## src/rtl/id_stage_if.sv

```systemverilog
// Decode-stage port bundle: fetch-side inputs, forwarding/writeback taps, next-PC and D/E outputs.
interface id_stage_if;
  logic [31:0] F_instruc;
  logic [31:0] FD_PC;
  logic [31:0] F_PC;
  logic        stall;
  logic        M_fwd_en;
  logic [4:0]  M_fwd_addr;
  logic [31:0] M_fwd_data;
  logic        W_we;
  logic [4:0]  W_addr;
  logic [31:0] W_data;
  logic [31:0] F_NPC;
  logic [31:0] DE_instruc;
  logic [31:0] DE_PC;
  logic [31:0] DE_rs_val;
  logic [31:0] DE_rt_val;
  logic [31:0] DE_imm32;
  logic [4:0]  DE_dst;

  modport slave (
    input  F_instruc, FD_PC, F_PC, stall,
    input  M_fwd_en, M_fwd_addr, M_fwd_data,
    input  W_we, W_addr, W_data,
    output F_NPC, DE_instruc, DE_PC, DE_rs_val, DE_rt_val, DE_imm32, DE_dst
  );

  modport master (
    output F_instruc, FD_PC, F_PC, stall,
    output M_fwd_en, M_fwd_addr, M_fwd_data,
    output W_we, W_addr, W_data,
    input  F_NPC, DE_instruc, DE_PC, DE_rs_val, DE_rt_val, DE_imm32, DE_dst
  );
endinterface

```

## src/rtl/id_stage.sv

```systemverilog
// MIPS decode stage: register file, operand forwarding, branch/jump resolution
// with one delay slot, and the D/E pipeline register.
module id_stage #(
  parameter logic [31:0] RESET_PC = 32'h0000_3000,
  parameter int          NREG     = 32
) (
  input  logic        clk,
  input  logic        reset,
  id_stage_if.slave   bus
);
  typedef struct packed {
    logic [31:0] instr;
    logic [31:0] pc;
    logic [31:0] rs_val;
    logic [31:0] rt_val;
    logic [31:0] imm;
    logic [4:0]  dst;
  } de_t;

  localparam logic [5:0] OP_R = 6'h00, OP_J = 6'h02, OP_JAL = 6'h03, OP_BEQ = 6'h04,
                         OP_ORI = 6'h0d, OP_LUI = 6'h0f, OP_LW = 6'h23, OP_SW = 6'h2b;
  localparam logic [5:0] FN_JR = 6'h08, FN_ADDU = 6'h21, FN_SUBU = 6'h23;

  logic [31:0] rf [NREG];
  de_t         de_q, d;
  logic [31:0] rs_v, rt_v, npc, sext;

  logic [31:0] instr;
  logic [5:0]  op, funct;
  logic [4:0]  rs, rt, rd;
  logic [15:0] imm16;

  assign instr = bus.F_instruc;
  assign op    = instr[31:26];
  assign rs    = instr[25:21];
  assign rt    = instr[20:16];
  assign rd    = instr[15:11];
  assign funct = instr[5:0];
  assign imm16 = instr[15:0];
  assign sext  = {{16{imm16[15]}}, imm16};

  // M result is younger than WB, so it wins when both target the same register.
  function automatic logic [31:0] opnd(
    input logic [4:0] a, input logic [31:0] rfv,
    input logic men, input logic [4:0] ma, input logic [31:0] md,
    input logic we, input logic [4:0] wa, input logic [31:0] wd);
    if (a == 5'd0)             return 32'd0;
    else if (men && ma == a)   return md;
    else if (we && wa == a)    return wd;
    else                       return rfv;
  endfunction

  assign rs_v = opnd(rs, rf[rs], bus.M_fwd_en, bus.M_fwd_addr, bus.M_fwd_data,
                     bus.W_we, bus.W_addr, bus.W_data);
  assign rt_v = opnd(rt, rf[rt], bus.M_fwd_en, bus.M_fwd_addr, bus.M_fwd_data,
                     bus.W_we, bus.W_addr, bus.W_data);

  always_comb begin
    d        = '0;
    d.instr  = instr;
    d.pc     = bus.FD_PC;
    d.rs_val = rs_v;
    d.rt_val = rt_v;
    npc      = bus.F_PC + 32'd4;
    case (op)
      OP_R: begin
        case (funct)
          FN_ADDU, FN_SUBU: d.dst = rd;
          FN_JR:            npc   = rs_v;
          default: ;
        endcase
      end
      OP_ORI: begin d.imm = {16'd0, imm16}; d.dst = rt; end
      OP_LUI: begin d.imm = {imm16, 16'd0}; d.dst = rt; end
      OP_LW:  begin d.imm = sext;           d.dst = rt; end
      OP_SW:  d.imm = sext;
      OP_BEQ: begin
        d.imm = sext;
        if (rs_v == rt_v) npc = bus.FD_PC + 32'd4 + {sext[29:0], 2'b00};
      end
      OP_J:   npc = {bus.FD_PC[31:28], instr[25:0], 2'b00};
      OP_JAL: begin
        npc      = {bus.FD_PC[31:28], instr[25:0], 2'b00};
        d.dst    = 5'd31;
        d.rs_val = bus.FD_PC + 32'd8;  // link value rides the rs operand into E
        d.rt_val = 32'd0;
      end
      default: ;
    endcase
  end

  always_ff @(posedge clk) begin
    if (reset) begin
      for (int i = 0; i < NREG; i++) rf[i] <= 32'd0;
    end else if (bus.W_we && bus.W_addr != 5'd0) begin
      rf[bus.W_addr] <= bus.W_data;
    end
  end

  always_ff @(posedge clk) begin
    if (reset || bus.stall) de_q <= '0;
    else                    de_q <= d;
  end

  assign bus.F_NPC      = npc;
  assign bus.DE_instruc = de_q.instr;
  assign bus.DE_PC      = de_q.pc;
  assign bus.DE_rs_val  = de_q.rs_val;
  assign bus.DE_rt_val  = de_q.rt_val;
  assign bus.DE_imm32   = de_q.imm;
  assign bus.DE_dst     = de_q.dst;

  // Shift amount is not decoded; the start-up PC is owned by fetch.
  logic unused_ok;
  assign unused_ok = ^{instr[10:6], RESET_PC};
endmodule

```

## src/flat_wrapper.sv

```systemverilog
// flat-port wrapper written by rule: the top's interface ports become plain ports
module id_stage_flat 
#(
  parameter logic [31:0] RESET_PC = 32'h0000_3000,
  parameter int          NREG     = 32
)
  (clk, reset, bus_F_instruc, bus_FD_PC, bus_F_PC, bus_stall, bus_M_fwd_en, bus_M_fwd_addr, bus_M_fwd_data, bus_W_we, bus_W_addr, bus_W_data, bus_F_NPC, bus_DE_instruc, bus_DE_PC, bus_DE_rs_val, bus_DE_rt_val, bus_DE_imm32, bus_DE_dst);
  id_stage_if bus_i ();
  input  logic clk;
  input  logic reset;
  input wire logic [$bits(bus_i.F_instruc)-1:0] bus_F_instruc;
  input wire logic [$bits(bus_i.FD_PC)-1:0] bus_FD_PC;
  input wire logic [$bits(bus_i.F_PC)-1:0] bus_F_PC;
  input wire logic [$bits(bus_i.stall)-1:0] bus_stall;
  input wire logic [$bits(bus_i.M_fwd_en)-1:0] bus_M_fwd_en;
  input wire logic [$bits(bus_i.M_fwd_addr)-1:0] bus_M_fwd_addr;
  input wire logic [$bits(bus_i.M_fwd_data)-1:0] bus_M_fwd_data;
  input wire logic [$bits(bus_i.W_we)-1:0] bus_W_we;
  input wire logic [$bits(bus_i.W_addr)-1:0] bus_W_addr;
  input wire logic [$bits(bus_i.W_data)-1:0] bus_W_data;
  output wire logic [$bits(bus_i.F_NPC)-1:0] bus_F_NPC;
  output wire logic [$bits(bus_i.DE_instruc)-1:0] bus_DE_instruc;
  output wire logic [$bits(bus_i.DE_PC)-1:0] bus_DE_PC;
  output wire logic [$bits(bus_i.DE_rs_val)-1:0] bus_DE_rs_val;
  output wire logic [$bits(bus_i.DE_rt_val)-1:0] bus_DE_rt_val;
  output wire logic [$bits(bus_i.DE_imm32)-1:0] bus_DE_imm32;
  output wire logic [$bits(bus_i.DE_dst)-1:0] bus_DE_dst;
  assign bus_i.F_instruc = bus_F_instruc;
  assign bus_i.FD_PC = bus_FD_PC;
  assign bus_i.F_PC = bus_F_PC;
  assign bus_i.stall = bus_stall;
  assign bus_i.M_fwd_en = bus_M_fwd_en;
  assign bus_i.M_fwd_addr = bus_M_fwd_addr;
  assign bus_i.M_fwd_data = bus_M_fwd_data;
  assign bus_i.W_we = bus_W_we;
  assign bus_i.W_addr = bus_W_addr;
  assign bus_i.W_data = bus_W_data;
  assign bus_F_NPC = bus_i.F_NPC;
  assign bus_DE_instruc = bus_i.DE_instruc;
  assign bus_DE_PC = bus_i.DE_PC;
  assign bus_DE_rs_val = bus_i.DE_rs_val;
  assign bus_DE_rt_val = bus_i.DE_rt_val;
  assign bus_DE_imm32 = bus_i.DE_imm32;
  assign bus_DE_dst = bus_i.DE_dst;
  id_stage #(.RESET_PC(RESET_PC), .NREG(NREG)) u_core (.clk(clk), .reset(reset), .bus(bus_i));
endmodule
```

## config.mk

```make
export PLATFORM = sky130hd
export DESIGN_NAME = id_stage_flat
export DESIGN_NICKNAME = d
export VERILOG_FILES = /design/src/rtl/id_stage_if.sv /design/src/rtl/id_stage.sv /design/src/flat_wrapper.sv
export SDC_FILE = /design/constraint.sdc
export NUM_CORES = 2
export LEC_CHECK = 0
export CORE_ASPECT_RATIO = 1.1
export CORE_MARGIN = 8
export CORE_UTILIZATION = 35
export CTS_CLUSTER_DIAMETER = 50
export DETAILED_ROUTE_END_ITERATION = 7
export GPL_TIMING_DRIVEN = 1
export SLEW_MARGIN = 20
export SYNTH_ARGS = -nofsm -noshare
export SYNTH_HDL_FRONTEND = slang
export SYNTH_SLANG_ARGS = --single-unit
export TNS_END_PERCENT = 30
```

## constraint.sdc

```tcl
create_clock -name clk -period 7.2 [get_ports clk]
set_clock_uncertainty 0.05 [all_clocks]
set_input_delay 2.16 -clock clk [delete_from_list [all_inputs] [get_ports clk]]
set_output_delay 2.16 -clock clk [all_outputs]
set_load 0.02 [all_outputs]
```

==> metrics.yaml <==
hold_path.class: "flop to flop"
ctsHoldBuffers: 0
reg2reg_depth: 10
grt_pass1_wl_um: 423000
dpl.hpwl_um: 223300
io_buffers: 371
drive_above_1_share_pct: 33.29
worst-setup-path-type: "input pin to primary output"
violations: "negative setup slack"
maxSlewViolCount: 0
required_ps: 4990
pre_cts_ws_ps: -2496
fin_nets: 6558
grt_max_degree: 66
crit_fanout: 8
ys_async_sr_fraction_pct: 0
finalCriticalPeriod_ps: 8553
regToRegStartpoint: "u_core.rf[31][30]$_SDFFCE_PN0P_"
ys_types: 88
die_area_mm2: 0.2021
synthMuxAreaShare_pct: 19.16
htree_levels: 4
synth_top_family_by_area: "multiplexers"
fp-row-count: 167
start_util_pct: 35.07
synthFlopType: "edfxtp_1"
endpoint: "bus_F_NPC[13]"
drc: 0
antenna_found_initial: 19
synthAdderAreaFrac_pct: 1.152
syn_area_mm2: 0.06580
cts-root-buf: "clkbuf_16"
start_kind: "input pin"
layout_setup_ws_ps: -1353
syn_area_per_cell_um2: 12.83
core_area_mm2: 0.1876
cts_buffer_depth: 3
synth_compound_area_share_pct: 6.536
vias: 53970
die_x_um: 429.4
cp-end-kind: "primary output"
status: "finished, violations left"
r2r_slack_ps: 4420
gp_congestion: 1.020
fin_cells: 8898
ir_drop_mv: 0.2641
synth-edff-count: 1024
clkSinkCount: 1189
worstMarginPinSlew_ps: 935.7
track_usage_pct: 29.55
maxCapViolations: 0
fillers: 16920
post-place-cells: 8577
ios: 372
detail-route-antenna-nets: 0
ys_seq_area_share_pct: 51.76
syn_inst: 5130
setup-tns-final_ps: -35880
power_density_mw_per_mm2: 220.9
yosysWarnings: 0
p_leak_uw: 0.03177
synth-seq-cells: 1189
die_y_um: 470.7
setup_viol: 32
dr.pass1.iters: 8
synth_xor_area_share_pct: 1.729
fmax_mhz: 116.9
worst_skew_pair.late_latency_ps: 810
wire_per_inst_um: 35.03
rsz0062_at_grt: "yes"
area_delta_synth_final_pct: 31.37
cts_tree: "yes"
relSlewSlack_pct: 37.62
synth-simple-area-share_pct: 15.50
routed_wl_um: 311700
drt_iter0_drc: 7141
grt-ovfl-total: 0
hold_viol_final: 0
critPathLaunch: "bus_F_instruc[16]"
period_share_pct: 118.8
vias_per_cell: 6.065
cts_buffers: 143
post-route-util_pct: 46.06
r2r-end: "u_core.bus.DE_rs_val[30]$_SDFF_PP0_"
path_clk_slew_ps: 50
grt_pass1_vias: 52960
cp.arrival_ps: 6340
-- synth_stat cells, types with 12 or more instances --
cell type	number	share of area (%)
a211oi_1	61	0.70
a21oi_1	121	0.92
a221oi_1	25	0.33
a22oi_1	98	1.1
a311oi_1	17	0.23
a31oi_1	27	0.26
a32oi_1	13	0.17
and2_1	757	7.2
and3_1	33	0.31
and4_1	16	0.21
buf_1	33	0.19
buf_2	66	0.50
buf_4	45	0.51
buf_6	34	0.58
clkbuf_1	330	1.9
dfxtp_1	165	5.0
edfxtp_1	1024	47
ha_1	59	1.1
inv_1	41	0.23
mux2i_1	234	3.6
mux4_2	450	15
nand2_1	184	1.0
nand2b_1	19	0.18
nand3_1	74	0.56
nand4_1	30	0.29
nor2_1	248	1.4
nor2b_1	34	0.32
nor3_1	322	2.4
nor4_1	64	0.61
o2111ai_1	12	0.16
o211ai_1	12	0.14
o21ai_0	98	0.75
o22ai_1	39	0.37
or2_2	40	0.38
or3_1	13	0.12
xnor2_1	95	1.3
xor2_1	33	0.44
-- what timing repair did --
action	in CTS	in global routing
buffers inserted	26	19
cloned	5	3
pin swaps	31	35
resized for setup	261	121
setup endpoints to repair	32	32
-- layout make-up --
type | count | area, um2 | area share, %
clock buffer | 171 | 3760 | 4.350
clock inverter | 91 | 924.6 | 1.070
tap | 2450 | 3065 | 3.547
timing repair buffer | 1534 | 14280 | 16.52
multi-input combinational | 3411 | 30170 | 34.91
inverter | 44 | 165.2 | 0.1911
antenna | 8 | 20.02 | 0.02316
sequential | 1189 | 34050 | 39.40
-- layout by cell type (no fill, tap or decap), drive strengths merged, types with 34 or more instances in the layout --
cell type,count
clkdlybuf4s50,312
mux4,450
nor4,66
o21ai,103
o22ai,39
clkbuf,175
nand3,74
buf,1201
xnor2,96
nand2,184
dfxtp,165
nor3,323
ha,59
a22oi,101
nor2,250
nor2b,34
edfxtp,1024
a211oi,61
clkinv,50
or2,43
and2,759
a21oi,124
inv,68
mux2i,234
-- critical path, cell delays in order --
cell       delay, ps
buf_16           150
buf_12           180
buf_6            110
mux4_2           530
mux4_2           560
a2111oi_4        310
buf_4            180
or3_4            160
xnor2_4          140
nand4_1          260
nor3_2           250
nand4_1          120
buf_6            160
buf_12           150
mux2i_1          140
a21oi_1           90
a211oi_2         300
buf_4            220
buf_6            120
-- registers in the layout (all words and copies together) (netlist names) --
signal and count:
u_core.rf 1024, u_core.bus.DE_PC 32, u_core.bus.DE_imm32 32, u_core.bus.DE_instruc 32, u_core.bus.DE_rs_val 32, u_core.bus.DE_rt_val 32
u_core.bus.DE_dst 5
-- report_power, final --
part | switching (uW) | total [uW] | internal (uW)
logic | 2120 | 3760 | 1650
registers | 187 | 8030 | 7840
clock network | 3140 | 7300 | 4160
-- how the worst min path moves through the flow --
stage / from / endpoint / slack (ps) / depth (start not counted)
finish: u_core.rf[1][29]$_SDFFCE_PN0P_ / u_core.bus.DE_rt_val[29]$_SDFF_PP0_ / 1020 / 7
CTS: u_core.rf[1][29]$_SDFFCE_PN0P_ / u_core.bus.DE_rt_val[29]$_SDFF_PP0_ / 1000 / 7
detailed placement: u_core.rf[1][29]$_SDFFCE_PN0P_ / u_core.bus.DE_rt_val[29]$_SDFF_PP0_ / 1010 / 7
global placement: u_core.rf[1][29]$_SDFFCE_PN0P_ / u_core.bus.DE_rt_val[29]$_SDFF_PP0_ / 1020 / 7
global route: u_core.rf[1][29]$_SDFFCE_PN0P_ / u_core.bus.DE_rt_val[29]$_SDFF_PP0_ / 1070 / 7
floorplan: u_core.rf[16][20]$_SDFFCE_PN0P_ / u_core.bus.DE_rt_val[20]$_SDFF_PP0_ / 710 / 6
-- cells by family (layout without fill, tap and decap cells) --
| family | after synthesis | in the layout |
|---|---|---|
| xor gates and xnor gates | 129 | 129 |
| muxes | 695 | 695 |
| AOI/OAI and AO/OA | 629 | 629 |
| and+or+nand+nor | 1866 | 1866 |
| DFF | 1189 | 1189 |
| adders and majority gates | 60 | 60 |
| buffers and inverters | 561 | 1840 |
| other | 1 | 40 |
-- per-layer routing --
metal / track usage (%) / share of wire [%]
met5: 0 / 0.0099
met1: 35.33 / 35
met3: 7.540 / 11
met4: 19.85 / 8.3
met2: 47.06 / 45
-- metrics by stage --
| stage | hold slack, ps | power [uW] | cell area (um2) |
|---|---|---|---|
| 2_1_floorplan | 711.8 | 9705 | 66270 |
| 3_3_place_gp | 1020 | 11680 | 80260 |
| 3_5_place_dp | 1009 | 11700 | 80260 |
| 4_1_cts | 1002 | 19030 | 85840 |
| 5_1_grt | 1074 | 19510 | 86420 |
| 6_report | 1019 | 19100 | 86430 |
Note: power is estimated with default switching activity, not from simulation.
